--- src/rtl/axis_frame_arbiter.sv ---
// Two-source AXI-Stream frame arbiter: whole-frame round-robin grants, max-length
// truncation (remaining beats are dropped) and a programmable inter-frame gap.
module axis_frame_arbiter #(
    parameter int Data_width = 8
) (
    input  logic                  clk,
    input  logic                  rst,
    input  logic [Data_width-1:0] s0_data,
    input  logic                  s0_valid,
    input  logic                  s0_last,
    output logic                  s0_ready,
    input  logic [Data_width-1:0] s1_data,
    input  logic                  s1_valid,
    input  logic                  s1_last,
    output logic                  s1_ready,
    input  logic [Data_width-1:0] k,
    input  logic [Data_width-1:0] len,
    output logic [Data_width-1:0] m_data,
    output logic                  m_valid,
    output logic                  m_last,
    input  logic                  m_ready,
    output logic [1:0]            grant,
    output logic                  busy,
    output logic                  trunc_err
);

    typedef enum logic [1:0] {IDLE, XFER, DROP, GAP} state_t;

    state_t                state_q, state_d;
    logic [1:0]            grant_q, grant_d;
    logic                  last_srv_q, last_srv_d;
    logic [Data_width-1:0] cnt_q, cnt_d;
    logic [Data_width-1:0] gap_q, gap_d;
    logic [Data_width-1:0] len_q, len_d;
    logic [Data_width-1:0] k_q, k_d;

    logic                  sel;
    logic [Data_width-1:0] g_data;
    logic                  g_valid;
    logic                  g_last;
    logic                  g_ready;
    logic                  limit;
    logic                  win1;
    logic                  frame_end;

    always_ff @(posedge clk or negedge rst) begin
        if (!rst) begin
            state_q    <= IDLE;
            grant_q    <= 2'b00;
            last_srv_q <= 1'b1;
            cnt_q      <= '0;
            gap_q      <= '0;
            len_q      <= '0;
            k_q        <= '0;
        end else begin
            state_q    <= state_d;
            grant_q    <= grant_d;
            last_srv_q <= last_srv_d;
            cnt_q      <= cnt_d;
            gap_q      <= gap_d;
            len_q      <= len_d;
            k_q        <= k_d;
        end
    end

    always_comb begin
        state_d    = state_q;
        grant_d    = grant_q;
        last_srv_d = last_srv_q;
        cnt_d      = cnt_q;
        gap_d      = gap_q;
        len_d      = len_q;
        k_d        = k_q;
        m_data     = '0;
        m_valid    = 1'b0;
        m_last     = 1'b0;
        trunc_err  = 1'b0;
        g_ready    = 1'b0;
        win1       = 1'b0;
        frame_end  = 1'b0;

        sel     = grant_q[1];
        g_data  = sel ? s1_data  : s0_data;
        g_valid = sel ? s1_valid : s0_valid;
        g_last  = sel ? s1_last  : s0_last;
        limit   = (len_q != '0) && (cnt_q == len_q - Data_width'(1));

        case (state_q)
            IDLE: begin
                if (s0_valid || s1_valid) begin
                    // On contention prefer whichever source was not served last.
                    win1    = (s0_valid && s1_valid) ? !last_srv_q : s1_valid;
                    grant_d = win1 ? 2'b10 : 2'b01;
                    len_d   = len;
                    k_d     = k;
                    cnt_d   = '0;
                    state_d = XFER;
                end
            end
            XFER: begin
                m_data  = g_data;
                m_valid = g_valid;
                m_last  = g_last | limit;
                g_ready = m_ready;
                if (g_valid && m_ready) begin
                    cnt_d = cnt_q + Data_width'(1);
                    if (g_last) begin
                        frame_end = 1'b1;
                    end else if (limit) begin
                        trunc_err = 1'b1;
                        state_d   = DROP;
                    end
                end
            end
            DROP: begin
                g_ready = 1'b1;
                if (g_valid && g_last) frame_end = 1'b1;
            end
            GAP: begin
                if (gap_q == k_q - Data_width'(1)) begin
                    state_d = IDLE;
                    grant_d = 2'b00;
                end else begin
                    gap_d = gap_q + Data_width'(1);
                end
            end
            default: begin
                state_d = IDLE;
                grant_d = 2'b00;
            end
        endcase

        // Frame fully consumed (delivered or drained): record owner, enter the gap.
        if (frame_end) begin
            last_srv_d = sel;
            gap_d      = '0;
            if (k_q == '0) begin
                state_d = IDLE;
                grant_d = 2'b00;
            end else begin
                state_d = GAP;
            end
        end
    end

    assign s0_ready = g_ready & ~sel;
    assign s1_ready = g_ready &  sel;
    assign grant    = grant_q;
    assign busy     = (state_q != IDLE);

endmodule

--- config.mk ---
export PLATFORM = sky130hd
export DESIGN_NAME = axis_frame_arbiter
export DESIGN_NICKNAME = d
export VERILOG_FILES = /design/src/rtl/axis_frame_arbiter.sv
export SDC_FILE = /design/constraint.sdc
export NUM_CORES = 1
export LEC_CHECK = 0
export ABC_AREA = 1
export CORE_ASPECT_RATIO = 0.9
export CORE_MARGIN = 1
export CORE_UTILIZATION = 45
export CTS_CLUSTER_SIZE = 16
export DETAILED_ROUTE_END_ITERATION = 8
export PLACE_DENSITY = 0.74
export RECOVER_POWER = 50
export SETUP_SLACK_MARGIN = 0.1
export SLEW_MARGIN = 20
export SYNTH_ARGS = -nofsm -noshare
export SYNTH_HDL_FRONTEND = slang
export SYNTH_SLANG_ARGS = --single-unit
export TNS_END_PERCENT = 100
--- constraint.sdc ---
create_clock -name clk -period 2.1 [get_ports clk]
set_input_delay 0.315 -clock clk [delete_from_list [all_inputs] [get_ports clk]]
set_output_delay 0.315 -clock clk [all_outputs]
set_load 0.005 [all_outputs]
==> qor.yml, run 1 <==
logic_synthesis:
  async_flop_share_pct: 100
  synth_area_um2: 2650
  synth.largest_area_cell: "dfrtp_1"
  synth_fp_nets: 441
  yosysMostFrequentCell: "nand2_1"
  synth.avg_cell_area_um2: 6.72
  synth_edf_count: 0
  synth.top_cell.area_share_pct: 34.0
  yosys-top-cells-count: "nand2_1 (109), nor2_1 (59), inv_1 (48)"
  ys_ff_latch: 37
  synth-xor-area-share_pct: 3.31
  synth_adder_area_share_pct: 3.78
  yosysSeqAreaShare_pct: 35.0
  syn_inst: 394
  ys_warn_count: 0
  synthMuxAreaShare_pct: 0.378
  synth_top_family_by_area: "simple AND/OR/NAND/NOR gates"
  ys_top_cells_by_area: "dfrtp_1 (34%), nand2_1 (15%), nor2_1 (8.4%)"
  yosys.area_share.simple_pct: 38.5
  synth_compound_area_share_pct: 10.4
  synthFlopType: "dfrtp_1"
  synthDistinctLibCells: 35
run:
  cap_violations: 0
timing:
  rsz0062_at_grt: "yes"
  hold_violations: 0
  slew_viol_final: 0
  period_share_pct: 106
  hold_ws_ps: 468
  max_freq_mhz: 451
  setup_viol: 7
  finalCriticalPeriod_ps: 2220
  layout_setup_ws_ps: -118
  relSlewSlack_pct: 45.1
  tightestPinTransition_ps: 823
  skew_ps: 4.00
power_and_ir_drop:
  power_mw: 5.45
  peakVddDrop_v: 0.000902
  p_per_area_nw_per_um2: 1370
  p_leak_nw: 1.96
critical_path:
  path_delay_family: "simple AND/OR/NAND/NOR gates"
  worstSetupStartpointType: "flop"
  cp_num_buf_inv: 2
  critPathArrivalTime_ps: 1900
  r2r_slack_ps: 200
  worstSetupPathDepth: 9
  critPathSlowestCell: "dfrtp_1"
  reg2reg_depth: 11
  crit_path_end_kind: "output pin"
  worstPathRequired_ps: 1780
  r2r_end: "cnt_q[7]"
  timing.rr.start: "state_q[0]"
  path_cells: "inv_2 -> ha_4 -> nand2_1 -> nor2_1 -> nor2_2 -> nor4b_4 -> nand3_2 -> a21oi_2 -> buf_2"
  crit_type: "flop to output pin"
  critPathMaxFanout: 5
  slowest_delay_ps: 400
detailed_routing:
  drcViolationCount: 0
  drt-initial-drc-count: 166
  routed_via_density: 5.10
  wl_um: 7580
  ant_nets: 0
  routedWlPerCell_um: 13.1
  vias: 2956
  first_pass_iters: 4
floorplanning:
  die_w_um: 82.8
  start_util_pct: 46.8
  pin_count: 55
  rows: 26
  die_h_um: 74.8
  die-area_um2: 6190
  core_um2: 5660
clocking:
  cts_tree: "built"
  clk_latency_ps: 290
  cts_buffer_depth: 2
  clock-sinks: 37
  cts_buffers: 5
  path_clk_slew_ps: 70
  root_buffer: "clkbuf_8"
  htree_levels: 2
cells_and_area:
  drive_gt1_share_pct: 27.8
  area_growth_pct: 50.4
  fin_nets: 556
  diodes: 0
  utilization_pct: 70.3
  stdcell_area_um2: 3980
outcome:
  violations: "setup timing"
  status: "finished with violations"
global_route:
  grt_max_degree: 16
  track_usage_pct: 24.8
  antenna_found_initial: 0
  gr-total-overflow: 0
  grt_pass1_wl_um: 12400
  grt_pass1_vias: 2772
placement:
  io_buffers: 54
  place_hpwl_um: 5650
  gp_congestion: 0.868
  detailed_place.area_um2: 3600
worst_hold_path:
  worstHoldStart: "last_srv_q"
  hold_end: "last_srv_q"
  hold_class: "flop to flop"
  hold_depth: 2
## power by group
group / total [mW] / internal [mW] / switching [mW]
clock: 0.518 / 0.268 / 0.251
sequential: 1.27 / 0.988 / 0.282
combinational: 3.66 / 1.65 / 2.01
total: 5.45 / 2.91 / 2.54
## stage by stage
stage          instances  setup slack (ps)  setup TNS (ps)
2_1_floorplan        394               310               0
3_3_place_gp         560              -256            -498
3_5_place_dp         560              -317            -657
4_1_cts              575              -134            -238
5_1_grt              580              -230           -1760
6_report             580              -118            -356
## cell usage in the layout, fill, tap and decap left out, types with 5 or more instances in the layout
| cell | count |
|---|---|
| nand2_1 | 97 |
| buf_4 | 54 |
| nor2_1 | 50 |
| clkdlybuf4s50_1 | 38 |
| inv_1 | 36 |
| dfrtp_1 | 34 |
| o21ai_0 | 31 |
| nand3_1 | 24 |
| inv_2 | 15 |
| nand2_2 | 15 |
| dlygate4sd2_1 | 11 |
| nand3_2 | 10 |
| nor2_2 | 9 |
| clkbuf_8 | 6 |
| xor2_1 | 5 |
| a21oi_1 | 5 |
| o21ai_1 | 5 |
| clkbuf_1 | 5 |
## per-layer routing
| metal | up-vias | global-route usage (%) | share of wire (%) |
|---|---|---|---|
| li1 | 1486 | - | - |
| met1 | 1377 | 32.8 | 45 |
| met2 | 76 | 41.8 | 48 |
| met3 | 17 | 3.73 | 3.9 |
| met4 | 0 | 9.96 | 2.4 |
| met5 | - | 0 | 0 |
## registers in the layout (all words and copies together), names as in the netlist
| signal | flops |
|---|---|
| cnt_q | 8 |
| gap_q | 8 |
| k_q | 8 |
| len_q | 8 |
| grant | 2 |
| state_q | 2 |
| last_srv_q | 1 |
## how the worst max path moves through the flow
stage               slack, ps  startpoint   endpoint
floorplan                 310    len_q[0]  trunc_err
global placement         -260    len_q[0]  trunc_err
detailed placement       -320    len_q[0]  trunc_err
CTS                      -130    len_q[0]  trunc_err
global route             -230    len_q[0]     m_last
finish                   -120    len_q[0]     m_last
## area by class of cell
cell class | count | area [um2]
Clock buffer | 8 | 90.1
Fill cell | 465 | 1680
Inverter | 52 | 195
Multi-Input combinational cell | 299 | 1720
Sequential cell | 37 | 930
Tap cell | 70 | 87.6
Timing Repair Buffer | 114 | 961
## cells by family (layout without fill, tap and decap cells)
| logic type | after synthesis | count (layout) |
|---|---|---|
| mux | 1 | 1 |
| compound gates | 50 | 50 |
| buf+inv | 58 | 174 |
| simple gates | 230 | 230 |
| fa+ha+maj | 8 | 8 |
| xor+xnor | 10 | 10 |
| flops | 37 | 37 |
## what timing repair did
action	4_1_cts	5_1_grt
endpoints found under the setup margin	16	18
setup buffers	7	5
gates cloned	0	0
hold buffers	1	0
pin swaps	10	19
resized for setup	40	47
hold endpoints to repair	13	0
## worst min-delay path, cell delays in order, from the launching register on
cell and delay, ps:
dfstp_2 370, nand2_1 50, o21ai_1 50
Note: power is estimated with default switching activity, not from simulation.
==> inputs of run 2 (changes only) <==
Clock period 2.1 ns to 2.6 ns, I/O delays scaled along.
==> run 2 against run 1 <==
  * The run ends with capacitance limit, slew limit left
  * Wire length is 10% lower
  * Via count shrank 7.9%
  * Power fell by 32%
  * Combinational power decreased by 38%
  * Final area is 13% lower
  * Flip-flop and latch count stayed put
  * Global-route usage decreased by 2.3 points
==> qor.yml, run 2 (synthesis gave the netlist of run 1 again) <==
clocking:
  clock-sinks: 37  # unchanged
  path_clk_slew_ps: 70  # about the same
  cts_buffers: 5  # unchanged
  cts_buffer_depth: 2  # unchanged
  htree_levels: 2  # unchanged
  clk_latency_ps: 290  # about the same
  cts_tree: "built"
  cts_hold_buf: 0  # -1
  root_buffer: "clkbuf_8"
timing:
  layout_setup_ws_ps: 216  # +334 ps
  period_share_pct: 91.7
  relSlewSlack_pct: -31.1  # -76 points
  tightestPinTransition_ps: 1970  # +1140 ps
  finalCriticalPeriod_ps: 2380
  rsz0062_at_grt: "yes"
  hold_violations: 0  # unchanged
  finalSetupTns_ps: 0  # +356 ps
  skew_ps: 4.56  # +0.560 ps
  slew_viol_final: 38  # +38
  setup_viol: 0  # -7
  max_freq_mhz: 419
global_route:
  track_usage_pct: 22.5  # -2.3 points
  grt_pass1_wl_um: 11100  # -10%
  grt_max_degree: 38  # +22
  antenna_found_initial: 0  # unchanged
  gr-total-overflow: 0  # unchanged
  grt_pass1_vias: 2507  # -9.6%
cells_and_area:
  multi_input_area_um2: 1570  # -8.5%
  mostFrequentLayoutCell: "nand2_1"
  area_growth_pct: 30.9
  fillCellCount: 534  # +15%
  seq_area_um2: 927  # -0.27%
  fin_nets: 505  # -9.2%
  diodes: 0  # unchanged
  drive_gt1_share_pct: 11.8  # -16 points
  final_cell_mix: "nand2_1 (108), nor2_1 (59), clkdlybuf4s50_1 (49)"
critical_path:
  worstPathRequired_ps: 2210  # +430 ps
  worstSetupStartpointType: "input port"
  critPathMostFrequentCell: "nor2_1"
  path_cells: "dlygate4sd3_1 -> nor2_1 -> a21oi_2 -> inv_2 -> nor2_1 -> buf_4 -> clkdlybuf4s50_1"
  path_delay_family: "buffers and inverters"
  slowest_delay_ps: 570  # +170 ps
  r2r_end: "gap_q[5]"
  critPathMaxFanout: 3  # -2
  critPathArrivalTime_ps: 1990  # +90 ps
  r2r_slack_ps: 530  # +330 ps
  crit_type: "input port to output pin"
  cp_num_buf_inv: 4  # +2
  timing.rr.start: "k_q[0]"
  reg2reg_depth: 15  # +4
  crit_path_end_kind: "output pin"
  critPathSlowestCell: "dlygate4sd3_1"
floorplanning:
  pin_count: 55  # unchanged
  core_um2: 5660  # unchanged
  die_w_um: 82.8  # unchanged
  die_h_um: 74.8  # unchanged
  start_util_pct: 46.8  # unchanged
  rows: 26  # unchanged
  die-area_um2: 6190  # unchanged
outcome:
  violations: "capacitance limit, slew limit"
  status: "finished with violations"
power_and_ir_drop:
  p_leak_nw: 1.68  # -15%
  peakVddDrop_v: 0.000617  # -32%
  p_per_area_nw_per_um2: 1080  # -21%
detailed_routing:
  routed_via_density: 5.14  # +0.92%
  wl_um: 6790  # -10%
  vias: 2721  # -7.9%
  drcViolationCount: 0  # unchanged
  routedWlPerCell_um: 12.8  # -1.8%
  ant_nets: 0  # unchanged
  drt-initial-drc-count: 176  # +6.0%
  first_pass_iters: 5  # +1
placement:
  gp_congestion: 0.861  # -0.89%
  place_hpwl_um: 5180  # -8.3%
  io_buffers: 54  # unchanged
  place_ws_ps: 32.6  # +349 ps
worst_hold_path:
  worstHoldStart: "last_srv_q"
  hold_end: "last_srv_q"
  hold_class: "flop to flop"
  hold_depth: 2  # unchanged
run:
  cap_violations: 1  # +1
run 2: cell types whose count changed in the layout (fill, tap and decap cells not counted), sizes merged:
cell           before  now
buf                58   11
clkdlybuf4s50      38   49
dlygate4sd2        11    0
clkbuf             12    9
dlygate4sd3         3    2
run 2: final cells by class:
cell class,instances,area share (%)
well taps,70,2.53
inverters,52,5.64
repair buffers,63,17.1
multi-input cells,299,45.4
clock buffers,8,2.60
flip-flops and latches,37,26.8
run 2: per-stage QoR:
step	std cells	power (mW)	hold slack (ps)	area [um2]	utilization (%)
floorplan	394	2.43	94.4	2650	-
global placement	520	3.09	463	3300	58.3
detailed placement	520	3.14	471	3300	58.3
CTS	529	3.59	256	3400	60.1
global route	529	4.10	508	3460	61.2
finish	529	3.73	479	3460	61.2
run 2: layer usage:
layer  track usage, %  wire length, um
met1             30.7             3300
met2             36.9             3100
met5                0                0
met4             7.85              103
met3             3.62              284
run 2: tightest hold or removal path: cells and delay by family (launching register included):
family	cells	cell delay [ps]
DFF	1	370
AOI/OAI and AO/OA	1	60
and+or+nand+nor	1	50
run 2: report_power, final:
part / internal [mW] / switching (mW)
combinational: 0.938 / 1.32
sequential: 0.795 / 0.256
clock: 0.216 / 0.201
total: 1.95 / 1.78
run 2: what timing repair did:
item                       in CTS  in global routing
resized for setup              10                 16
setup buffers                   1                  0
setup endpoints to repair       2                 12
pin swaps                       3                  6
run 2: how the worst max path moves through the flow:
stage	slack [ps]	cells past startpoint	from	endpoint
floorplan	740	9	len_q[0]	trunc_err
global placement	130	10	len_q[0]	trunc_err
detailed placement	30	10	len_q[0]	trunc_err
CTS	80	10	len_q[0]	trunc_err
global route	80	9	len_q[4]	trunc_err
finish	220	7	s0_valid	m_valid
